### src/rtl/memory_unit.sv
// memory_unit
//
// Sequences one instruction fetch and an optional data access per pipeline
// advance over two Wishbone-style slave ports. Both accesses are started
// together. Their results are held in `inst` and `rd_data`, and `mem_busy`
// holds the pipeline until every required access has been acknowledged.
//
// Bus handshake: a port's cyc/stb is raised at the edge that leaves IDLE.
// It stays high until the edge at which the slave's ack is sampled high
// together with stb. That edge is the transfer, and stb is dropped at that
// same edge. An ack seen while stb is low is ignored.
//
// Ports:
//   clock, reset          clock; asynchronous active-high reset
//   inst_mem_addr         fetch address (PC)
//   inst                  held fetched instruction
//   data_mem_addr         load/store address
//   wr_data               store data
//   mem_rd_en, mem_wr_en  load / store request (store wins if both are set)
//   mem_byte_en           byte lanes for the data access
//   rd_data               held load data
//   mem_busy              pipeline stall request (low only in DONE)
//   inst_cyc/stb/adr      fetch bus master outputs
//   inst_dat_i, inst_ack  fetch bus slave returns
//   data_cyc/stb/we/sel   data bus master outputs
//   data_adr, data_dat_o  data bus address and write data
//   data_dat_i, data_ack  data bus slave returns
//   debug_state           current FSM state (0 IDLE, 1 WAIT, 2 DONE)
//
// DATA_SIZE must be 32 or 64.
module memory_unit #(
  parameter int DATA_SIZE = 32
) (
  input  logic                   clock,
  input  logic                   reset,
  input  logic [DATA_SIZE-1:0]   inst_mem_addr,
  output logic [31:0]            inst,
  input  logic [DATA_SIZE-1:0]   data_mem_addr,
  input  logic [DATA_SIZE-1:0]   wr_data,
  input  logic                   mem_rd_en,
  input  logic                   mem_wr_en,
  input  logic [DATA_SIZE/8-1:0] mem_byte_en,
  output logic [DATA_SIZE-1:0]   rd_data,
  output logic                   mem_busy,
  output logic                   inst_cyc,
  output logic                   inst_stb,
  output logic [DATA_SIZE-1:0]   inst_adr,
  input  logic [31:0]            inst_dat_i,
  input  logic                   inst_ack,
  output logic                   data_cyc,
  output logic                   data_stb,
  output logic                   data_we,
  output logic [DATA_SIZE/8-1:0] data_sel,
  output logic [DATA_SIZE-1:0]   data_adr,
  output logic [DATA_SIZE-1:0]   data_dat_o,
  input  logic [DATA_SIZE-1:0]   data_dat_i,
  input  logic                   data_ack,
  output logic [1:0]             debug_state
);

  typedef enum logic [1:0] {
    IDLE = 2'd0,
    WAIT = 2'd1,
    DONE = 2'd2
  } state_t;

  state_t state;
  state_t state_next;

  logic inst_done;
  logic data_done;
  logic inst_hit;
  logic data_hit;

  // A transfer completes only when ack meets a live strobe.
  assign inst_hit = inst_stb & inst_ack;
  assign data_hit = data_stb & data_ack;

  // State register
  always_ff @(posedge clock or posedge reset) begin
    if (reset) begin
      state <= IDLE;
    end else begin
      state <= state_next;
    end
  end

  // Next-state logic. A port counts as finished if it already completed
  // earlier or completes at this edge.
  always_comb begin
    state_next = state;
    case (state)
      IDLE: state_next = WAIT;
      WAIT: begin
        if ((inst_done || inst_hit) && (data_done || data_hit)) begin
          state_next = DONE;
        end
      end
      DONE:    state_next = IDLE;
      default: state_next = IDLE;
    endcase
  end

  // Stall is decoded from the state register only, so no ack reaches it
  // combinationally.
  assign mem_busy    = (state != DONE);
  assign debug_state = state;

  // Bus master registers, completion flags and result hold registers
  always_ff @(posedge clock or posedge reset) begin
    if (reset) begin
      inst_cyc   <= 1'b0;
      inst_stb   <= 1'b0;
      inst_adr   <= '0;
      inst       <= '0;
      inst_done  <= 1'b0;
      data_cyc   <= 1'b0;
      data_stb   <= 1'b0;
      data_we    <= 1'b0;
      data_sel   <= '0;
      data_adr   <= '0;
      data_dat_o <= '0;
      rd_data    <= '0;
      data_done  <= 1'b0;
    end else begin
      case (state)
        IDLE: begin
          inst_adr  <= inst_mem_addr;
          inst_cyc  <= 1'b1;
          inst_stb  <= 1'b1;
          inst_done <= 1'b0;
          if (mem_wr_en || mem_rd_en) begin
            data_adr   <= data_mem_addr;
            data_dat_o <= wr_data;
            data_sel   <= mem_byte_en;
            // A store takes priority when both enables are raised.
            data_we    <= mem_wr_en;
            data_cyc   <= 1'b1;
            data_stb   <= 1'b1;
            data_done  <= 1'b0;
          end else begin
            // No data access this advance: the data side is already done.
            data_done <= 1'b1;
          end
        end
        WAIT: begin
          if (inst_hit) begin
            inst      <= inst_dat_i;
            inst_done <= 1'b1;
            inst_cyc  <= 1'b0;
            inst_stb  <= 1'b0;
          end
          if (data_hit) begin
            // Stores leave the last load value in place.
            if (!data_we) begin
              rd_data <= data_dat_i;
            end
            data_done <= 1'b1;
            data_cyc  <= 1'b0;
            data_stb  <= 1'b0;
            data_we   <= 1'b0;
          end
        end
        DONE: begin
          inst_done <= 1'b0;
          data_done <= 1'b0;
        end
        default: begin
          inst_done <= 1'b0;
          data_done <= 1'b0;
        end
      endcase
    end
  end

endmodule

### config.mk
export PLATFORM = sky130hd
export DESIGN_NAME = memory_unit
export DESIGN_NICKNAME = d
export VERILOG_FILES = /design/src/rtl/memory_unit.sv
export SDC_FILE = /design/constraint.sdc
export NUM_CORES = 1
export LEC_CHECK = 0
export BUFFER_PORTS_ARGS = -buffer_cell sky130_fd_sc_hd__buf_2
export CAP_MARGIN = 20
export CORE_UTILIZATION = 25
export CTS_CLUSTER_DIAMETER = 200
export DETAILED_ROUTE_END_ITERATION = 16
export GPL_ROUTABILITY_DRIVEN = 0
export SLEW_MARGIN = 40
export SYNTH_ARGS = -nofsm -noshare
export SYNTH_HDL_FRONTEND = slang
export SYNTH_SLANG_ARGS = --single-unit
### constraint.sdc
create_clock -name clock -period 8.6 [get_ports clock]
set_input_delay 0.86 -clock clock [delete_from_list [all_inputs] [get_ports clock]]
set_output_delay 0.86 -clock clock [all_outputs]
set_load 0.01 [all_outputs]
Word level (Yosys, flattened, before mapping)
Cells that the tools add are included.

Bitwise gates (word level): 3. Reduce and logical (&&, ||, !) cells: 11. Equal/unequal tests: 6. Mux-type cells: 14.

Operator list (count): $ne A2 B2 Y1 const B (5); $mux W1 (8); $pmux W1 S2 (4); $reduce_and A2 Y1 (3); $reduce_and A3 Y1 (2); $pmux W2 S2 (1); $logic_or A1 B1 Y1 (3); $and A1 B1 Y1 (2); $eq A2 B1 Y1 const B (1); $logic_not A2 Y1 (1); $mux W2 (1); $reduce_bool A2 Y1 (1); $logic_and A1 B1 Y1 (1); $not A1 Y1 (1).

Input bits: 170. Logic and storage cells: 46. Register bits after elaboration: 171. Output and inout bits: 172.

Longest topological paths before layout
Gate-level depths: netlist of the first run.

Word-level depth: 5. Gate-level depth with buffers: 5. Depth with buffers taken out: 3.

Worst setup path before layout of the first run
Ideal clock, no wire load.

Path kind: input port to flip-flop. Start point: input port mem_rd_en. End point: register data_adr[17]. Setup time: 0.125 ns. Setup slack: 6.742 ns. Arrival time: 1.733 ns. Required time: 8.475 ns. Path buffers: 2. Cell stages on the path: 5. Cells stage by stage: nor2_1 -> nor3_4 -> buf_4 -> buf_6 -> mux2_2.

Longest elaborated chain between the ends: 2.

Ends and longest elaborated chain: start: declaration (RTL line 40) `input logic mem_rd_en,`; $logic_or A1 B1 Y1 (RTL line 132) `if (mem_wr_en || mem_rd_en) begin`; $reduce_and A2 Y1 (no source line); end signal: assignment (RTL line 133) `data_adr <= data_mem_addr;`; end: declaration (RTL line 54) `output logic [DATA_SIZE-1:0] data_adr,`.

No other way between the ends. A chain may end at the register's enable or synchronous reset.

Final worst setup path of the first run
Start point: register state[0] (netlist: debug_state[0]). End point: output port mem_busy.

Longest elaborated chain between the ends: 1.

Ends and longest elaborated chain: start: declaration (RTL line 67) `state_t state;`; start signal: assignment (RTL line 84) `state <= state_next;`; $ne A2 B2 Y1 (RTL line 106) `assign mem_busy = (state != DONE);`; end: declaration (RTL line 44) `output logic mem_busy,`.

No other way between the ends.

==> flow_summary.ini, run 1 <==
[timing]
max_freq_mhz = 446
rsz0062_at_grt = no
report.final.slew_viol_count = 0
fin_worst_skew_ns = 0.0117
whs_ns = 0.497
finalHoldViolations = 0
maxSlewHeadroom_pct = 47.9
fin_ws_ns = 6.36
period_share_pct = 26.1
setup_violations = 0
fin_tns_setup_ns = 0
period_needed_ns = 2.24
worst_pin_slew_ns = 0.782

[synthesis]
synth_edf_count = 0
async_flop_share_pct = 100
synthAdderAreaFrac_pct = 0
syn-num-nets = 552
synth_area_per_cell_sq_um = 16.8
yosys-top-cells-area = dfrtp_1 (67%), mux2_2 (29%), buf_2 (0.94%)
synthXorXnorAreaFrac_pct = 0
ys_seq_area_share_pct = 66.7
yosys-top-cells-count = dfrtp_1 (171), mux2_2 (163), buf_2 (12)
synthMostInstantiatedCell = dfrtp_1
yosys.area_share.simple_pct = 1.44
ys_types = 19
synth-seq-cells = 171
synth_compound_area_share_pct = 0.897
synth.top_cell.area_share_pct = 66.7
synth_ff_type = dfrtp_1
yosys_warnings = 0
synthMuxAreaShare_pct = 28.8
synth_top_family_by_area = multiplexers
yosys.area.top_type = dfrtp_1
synth_cells = 382
syn-cell-area_sq_um = 6410

[setup_path]
required_ns = 7.74
startpoint_type = register
worstPathCellList = nand2b_1 -> buf_2
crit_fanout = 12
crit_buf_inv = 1
crit_family = flip-flops
path_class = reg2out
critPathLaunch = debug_state[0]
worst_ep_arrival_time_ns = 1.38
max_stage_delay_ns = 0.67
worstSetupEndpointType = output port
regToRegStartpoint = debug_state[0]
crit_path_top_delay_cell = dfrtp_1
reg2reg_slack_ns = 6.65

[drt]
drt_iter0_drc = 177
via_count = 4396
wl_per_cell_um = 14.1
viasPerCell = 4.11
ant_nets = 0
wl_um = 15100
dr.pass1.iters = 4
remaining_drc_errors = 0

[floorplan]
io_pins = 342
placeableCoreArea_sq_um = 25200
fp.dieW_um = 162
dieArea_sq_um = 26300
fp.dieH_um = 162
initial_utilization_pct = 25.5
rows = 58

[power]
p_switching_mw = 1.20
sw_frac_of_total_pct = 33.4
clockPowerShare_pct = 20.4
combPwrFrac_pct = 39.8
p_leak_nw = 4.35
seqPwrFrac_pct = 39.8
ir_drop_v = 0.000172
p_int_mw = 2.39
power.density_nw_per_um2 = 398

[global_routing]
grt_overflow_total = 0
grt_max_degree = 103
grt_pass1_wl_um = 23400
track_usage_pct = 11.5
grt_pass1_vias = 4446
antenna_found_initial = 1

[clocking]
clk-insertion-delay-late_ns = 0.42
cts_resized = 0
cts_tree = yes
htreeDepth = 4
cts.sinks = 171
postCtsHoldBufs = 0
cts_root_buffer = clkbuf_16
cts_buffers = 17
cts_max_path_buffers = 2
clk_pin_slew_ns = 0.07
postCtsSetupRepairBufs = 0

[placed_design]
io_buffers = 341
dp_hpwl_um = 10800
dpl_worst_slack_ns = 6.28

[min_path]
holdCritPathClass = in2async

[finish]
diodes = 0
drive_above_1_share_pct = 73.5
final_nets = 897
syn2layout_area_growth_pct = 40.5

[outcome]
status = complete, no violations

[flow_run]
drv_cap = 0
flip-flops by register name, summed over array words and instances (netlist names), 2 cells and up:
signal	cells
inst	32
rd_data	32
debug_state	2
data_adr	32
data_dat_o	32
data_sel	4
inst_adr	32
per-stage QoR:
stage / utilization (%) / instances / total power, mW / cell area, sq um
finish: 35.8 / 1069 / 3.59 / 9010
global route: 35.8 / 1069 / 3.84 / 9010
CTS: 35.8 / 1069 / 3.66 / 9010
detailed placement: 33.6 / 1038 / 2.91 / 8470
global placement: 33.6 / 1038 / 2.88 / 8460
floorplan: - / 382 / 2.32 / 6410
placed cells by master, fill, tap and decap left out:
master,synthesis,layout
clkinv_4,0,1
nand2b_1,2,2
buf_4,7,3
inv_6,0,4
o21ai_0,3,3
nor3_4,2,2
nor3_1,1,1
inv_1,4,3
nor2_1,5,4
clkinv_2,0,1
nor2_2,0,1
a2bb2oi_1,1,1
mux2_2,163,163
bufinv_16,0,1
a211oi_1,1,1
buf_6,1,2
buf_2,12,341
inv_8,0,1
clkbuf_1,0,2
dfrtp_1,171,171
mux2_1,1,1
clkbuf_16,0,17
o22ai_1,1,1
a21oi_1,4,4
clkinvlp_4,0,5
nand4_1,1,1
nand2b_4,1,1
nand2_1,1,1
kinds of logic (layout without fill, tap and decap cells):
family                 count (synthesis)  in the layout
AOI/OAI and AO/OA                     10             10
buffers and inverters                 24            381
DFF                                  171            171
muxes                                164            164
and+or+nand+nor                       13             13
path summary, 6_finish.rpt:
check                                  to  cells after the start
max                              mem_busy                      2
min                               inst[1]                      2
max reg2reg                data_dat_o[15]                      3
min reg2reg                       inst[7]                      1
max in group asynchronous      rd_data[5]                      3
min in group clock                inst[7]                      1
area by class of cell:
type	count	area, sq um
Clock inverter	12	116
Timing Repair Buffer	346	1750
Inverter	4	22.5
Tap cell	330	413
Sequential cell	171	4280
Fill cell	2501	16200
Multi-Input combinational cell	187	2000
Clock buffer	19	433
per-layer routing:
metal	GRT usage (%)	wire, um	up-vias
li1	-	-	2030
met1	13.0	6030	2156
met2	20.1	7630	198
met3	3.78	1210	10
met4	4.25	188	2
met5	0	17	-
power groups by stage:
stage	logic [mW]	registers [mW]	clock network, mW
6_report	1.43	1.43	0.731
4_1_cts	1.46	1.43	0.763
3_5_place_dp	1.46	1.44	0
5_1_grt	1.55	1.49	0.799
3_3_place_gp	1.45	1.44	0
2_1_floorplan	0.694	1.63	0
No activity file was read; power rests on OpenSTA's default activity.
==> run 2: changes to the inputs <==
Clock period 8.6 ns to 2.1 ns, I/O delays scaled along.
==> flow_summary.ini, run 2 (synthesis gave the netlist of run 1 again) <==
[outcome]
status = complete, no violations

[flow_run]
drv_cap = 0

[global_routing]
grt_max_degree = 80
top_usage_layer = met2
antenna_found_initial = 1
grt_overflow_total = 0
grt_use_met3_pct = 3.88
grt_pass1_vias = 4611
grt_pass1_wl_um = 23900
track_usage_pct = 11.8
grt_use_met2_pct = 20.4
met1_usage_pct = 13.5

[clocking]
cts.sinks = 171
cts_buffers = 17
clk-insertion-delay-late_ns = 0.41
cts_max_path_buffers = 2
htreeDepth = 4
cts_resized = 0
cts_tree = yes
cts_root_buffer = clkbuf_16
clk_pin_slew_ns = 0.07

[drt]
dr.pass1.iters = 4
wl_per_cell_um = 14.3
via_count = 4448
ant_nets = 0
remaining_drc_errors = 0
drt_iter0_drc = 187
viasPerCell = 4.10
wl_um = 15500

[floorplan]
initial_utilization_pct = 25.5
fp.dieH_um = 162
placeableCoreArea_sq_um = 25200
dieArea_sq_um = 26300
io_pins = 342
rows = 58
fp.dieW_um = 162

[power]
ir_drop_v = 0.000588
power.density_nw_per_um2 = 1630
finalPower_mw = 15.1
p_leak_nw = 4.46

[finish]
final_cell_mix = buf_2 (341), dfrtp_1 (171), mux2_2 (163)
final_common_cell = buf_2
syn2layout_area_growth_pct = 44.5
nFillCells = 2476
drive_above_1_share_pct = 72.6
final_nets = 910

[timing]
finalHoldViolations = 0
period_needed_ns = 1.76
setup_violations = 0
maxSlewHeadroom_pct = 68.7
fin_worst_skew_ns = 0.00729
fin_ws_ns = 0.337
period_share_pct = 83.9
worst_pin_slew_ns = 0.469
report.final.slew_viol_count = 0
whs_ns = 0.0262
max_freq_mhz = 567
rsz0062_at_grt = no

[setup_path]
crit_family = flip-flops
worst_ep_arrival_time_ns = 2.06
crit_fanout = 69
path_class = reg2reg
required_ns = 2.39
crit_buf_inv = 1
worstPathCellList = nor3_4 -> buf_12 -> mux2_2
worstSetupEndpointType = register
crit_path_top_delay_cell = dfrtp_1
max_stage_delay_ns = 0.55
startpoint_type = register

[placed_design]
dp_hpwl_um = 11300
dpl_worst_slack_ns = 0.359
io_buffers = 341

[min_path]
holdCritPathClass = in2reg
run 2: cell types whose count changed in the layout (fill, tap and decap cells not counted), moves of 2 or more:
| cell | previous run | this run |
|---|---|---|
| bufinv_16 | 1 | 3 |
| buf_6 | 2 | 0 |
| buf_12 | 0 | 6 |
| buf_4 | 3 | 1 |
| dlygate4sd3_1 | 0 | 11 |
run 2: cell type report:
type	count	area [sq um]	area share, %
repair buffers	359	1940	21.0
diodes	1	2.50	0.0270
well taps	330	413	4.45
clock inverters	14	184	1.98
multi-input cells	187	2000	21.6
clock buffers	18	429	4.63
inverters	4	18.8	0.202
flip-flops and latches	171	4280	46.2
run 2: what timing repair did:
action                    4_1_cts  5_1_grt
hold buffers                    6        5
hold endpoints to repair       17        5
setup buffers                   0        0
run 2: report_power, final:
part	total (mW)	internal, mW	switching, mW
clock	3.29	1.90	1.38
combinational	5.98	3.23	2.75
sequential	5.85	5.01	0.846
run 2: per-stage QoR:
stage	setup TNS, ns	cells	util, %	area [sq um]
final	0	1084	36.8	9270
after global placement	0	1040	33.9	8540
after detailed placement	0	1040	33.9	8540
after floorplan	-50.05	382	-	6420
after CTS	0	1078	36.6	9220
after global routing	0	1084	36.8	9270
run 2: final timing paths:
check	to	from	slack, ns	cells past startpoint
min	rd_data[16]	data_dat_i[16]	0.03	2
min in group asynchronous	inst_adr[8]	reset	0.34	3
min reg2reg	rd_data[24]	rd_data[24]	0.49	1
max	data_adr[6]	debug_state[0]	0.34	3
max reg2reg	data_adr[6]	debug_state[0]	0.34	3
max in group asynchronous	data_adr[22]	reset	1.02	4
run 2: metal layers:
metal	part of all wire, %	wire, um
met3	7.1	1110
met1	40	6180
met2	51	7960
met5	0	0
met4	1.8	287
==> run 3: changes to the inputs <==
Clock period 2.1 ns to 1.54 ns, I/O delays scaled along.
==> flow_summary.ini, run 3 (synthesis gave the netlist of run 1 again) <==
[floorplan]
fp.dieW_um = 162
rows = 58
initial_utilization_pct = 25.5
io_pins = 342
placeableCoreArea_sq_um = 25200
dieArea_sq_um = 26300
fp.dieH_um = 162

[power]
finalPower_mw = 21.7
seqPwrFrac_pct = 36.8
sw_frac_of_total_pct = 33.1
p_leak_nw = 5.29
power.density_nw_per_um2 = 1950
ir_drop_v = 0.000836
combPwrFrac_pct = 43.7
p_switching_mw = 7.20
p_int_mw = 14.5
clockPowerShare_pct = 19.5

[timing]
max_freq_mhz = 660
rsz0062_at_grt = yes
whs_ns = 0.0606
fin_ws_ns = 0.0238
setup_violations = 0
maxSlewHeadroom_pct = 77.1
finalHoldViolations = 0
report.final.slew_viol_count = 0
fin_worst_skew_ns = 0.0119
fin_tns_setup_ns = 0
period_share_pct = 98.5
worst_pin_slew_ns = 0.344
period_needed_ns = 1.52

[placed_design]
dp_hpwl_um = 11900
dpl_worst_slack_ns = -0.0284
io_buffers = 341

[setup_path]
regToRegStartpoint = debug_state[0]
max_stage_delay_ns = 0.46
crit_buf_inv = 2
critPathLaunch = debug_state[0]
startpoint_type = register
path_class = reg2reg
crit_fanout = 17
worst_ep_arrival_time_ns = 1.81
required_ns = 1.84
worstSetupEndpointType = register
crit_path_top_delay_cell = dfrtp_2
crit_family = flip-flops
worstPathCellList = nor3_4 -> buf_12 -> clkbuf_16 -> mux2_2

[flow_run]
drv_cap = 0

[clocking]
clk-insertion-delay-late_ns = 0.41
cts_tree = yes
cts.sinks = 171
htreeDepth = 4
cts_root_buffer = clkbuf_16
cts_max_path_buffers = 2
clk_pin_slew_ns = 0.07
cts_buffers = 17

[global_routing]
grt_use_met3_pct = 4.11
grt_max_degree = 64
grt_use_met2_pct = 24.3
grt_pass1_wl_um = 27700
antenna_found_initial = 0
top_usage_layer = met2
grt_overflow_total = 0
grt_pass1_vias = 5535
track_usage_pct = 13.5
met1_usage_pct = 14.9

[finish]
final_util_pct = 44.2
final_cell_mix = buf_2 (341), dfrtp_1 (169), dlygate4sd3_1 (165)
final_common_cell = buf_2
drive_above_1_share_pct = 61.4
diodes = 0
final_nets = 1083
nFillCells = 2268
syn2layout_area_growth_pct = 73.7

[min_path]
worstHoldStart = inst_ack
holdCritPathClass = in2reg

[drt]
ant_nets = 0
remaining_drc_errors = 0
drt_iter0_drc = 161
wl_per_cell_um = 14.7
via_count = 5098
wl_um = 18500
dr.pass1.iters = 4
viasPerCell = 4.07

[outcome]
status = complete, no violations
-- run 3: changes by cell type in the layout (fill, tap and decap cells not counted), moves of 2 or more --
cell | before | now
clkinvlp_4 | 4 | 6
mux2_2 | 163 | 141
dfrtp_2 | 0 | 2
dfrtp_1 | 171 | 169
clkbuf_16 | 17 | 20
buf_4 | 1 | 10
inv_8 | 2 | 0
buf_12 | 6 | 11
mux2_4 | 0 | 23
dlygate4sd3_1 | 11 | 165
-- run 3: worst paths after layout --
path,slack [ns],endpoint,depth (start not counted)
worst min-delay path,0.06,inst_done,3
worst min register to register,0.50,inst[31],1
worst max-delay path,0.02,data_adr[20],4
min in group asynchronous,0.25,inst[1],3
worst max register to register,0.02,data_adr[20],4
max in group asynchronous,0.67,debug_state[1],4
-- run 3: cell type report --
class | instances | area, sq um | area share, %
multi-input cells | 187 | 2090 | 18.8
clock inverters | 12 | 141 | 1.27
clock buffers | 18 | 429 | 3.85
inverters | 4 | 18.8 | 0.168
repair buffers | 532 | 3770 | 33.8
well taps | 330 | 413 | 3.71
flip-flops and latches | 171 | 4280 | 38.4
-- run 3: metrics by stage --
step / instances / instance area, sq um
6_report: 1254 / 11100
5_1_grt: 1254 / 11100
4_1_cts: 1247 / 11000
3_5_place_dp: 1052 / 8770
3_3_place_gp: 1052 / 8770
2_1_floorplan: 382 / 6520
-- run 3: power by group through the flow --
stage	clock network, mW	registers (mW)	logic (mW)
6_report	4.23	8.01	9.50
5_1_grt	4.59	8.31	10.2
4_1_cts	4.42	8.00	9.14
3_5_place_dp	0	8.04	8.81
3_3_place_gp	0	7.96	8.68
2_1_floorplan	0	9.11	4.16
-- run 3: repair_timing --
| action | in CTS | in global routing |
|---|---|---|
| pin swaps | 0 | 2 |
| buffers inserted | 0 | 3 |
| endpoints found under the setup margin | 44 | 108 |
| hold buffers | 165 | 0 |
| endpoints found under the hold margin | 204 | 0 |
| resized for setup | 2 | 5 |
| cloned | 0 | 4 |
-- run 3: routing by layer --
metal | routed length, um | vias up
li1 | - | 2411
met1 | 7610 | 2442
met2 | 9270 | 226
met3 | 1300 | 19
met4 | 298 | 0
met5 | 0 | -
-- run 3: worst reg2reg max path, cell delays in order (launching register included) --
cell and delay [ns]:
dfrtp_2 0.46, nor3_4 0.21, buf_12 0.17, clkbuf_16 0.20, mux2_2 0.36
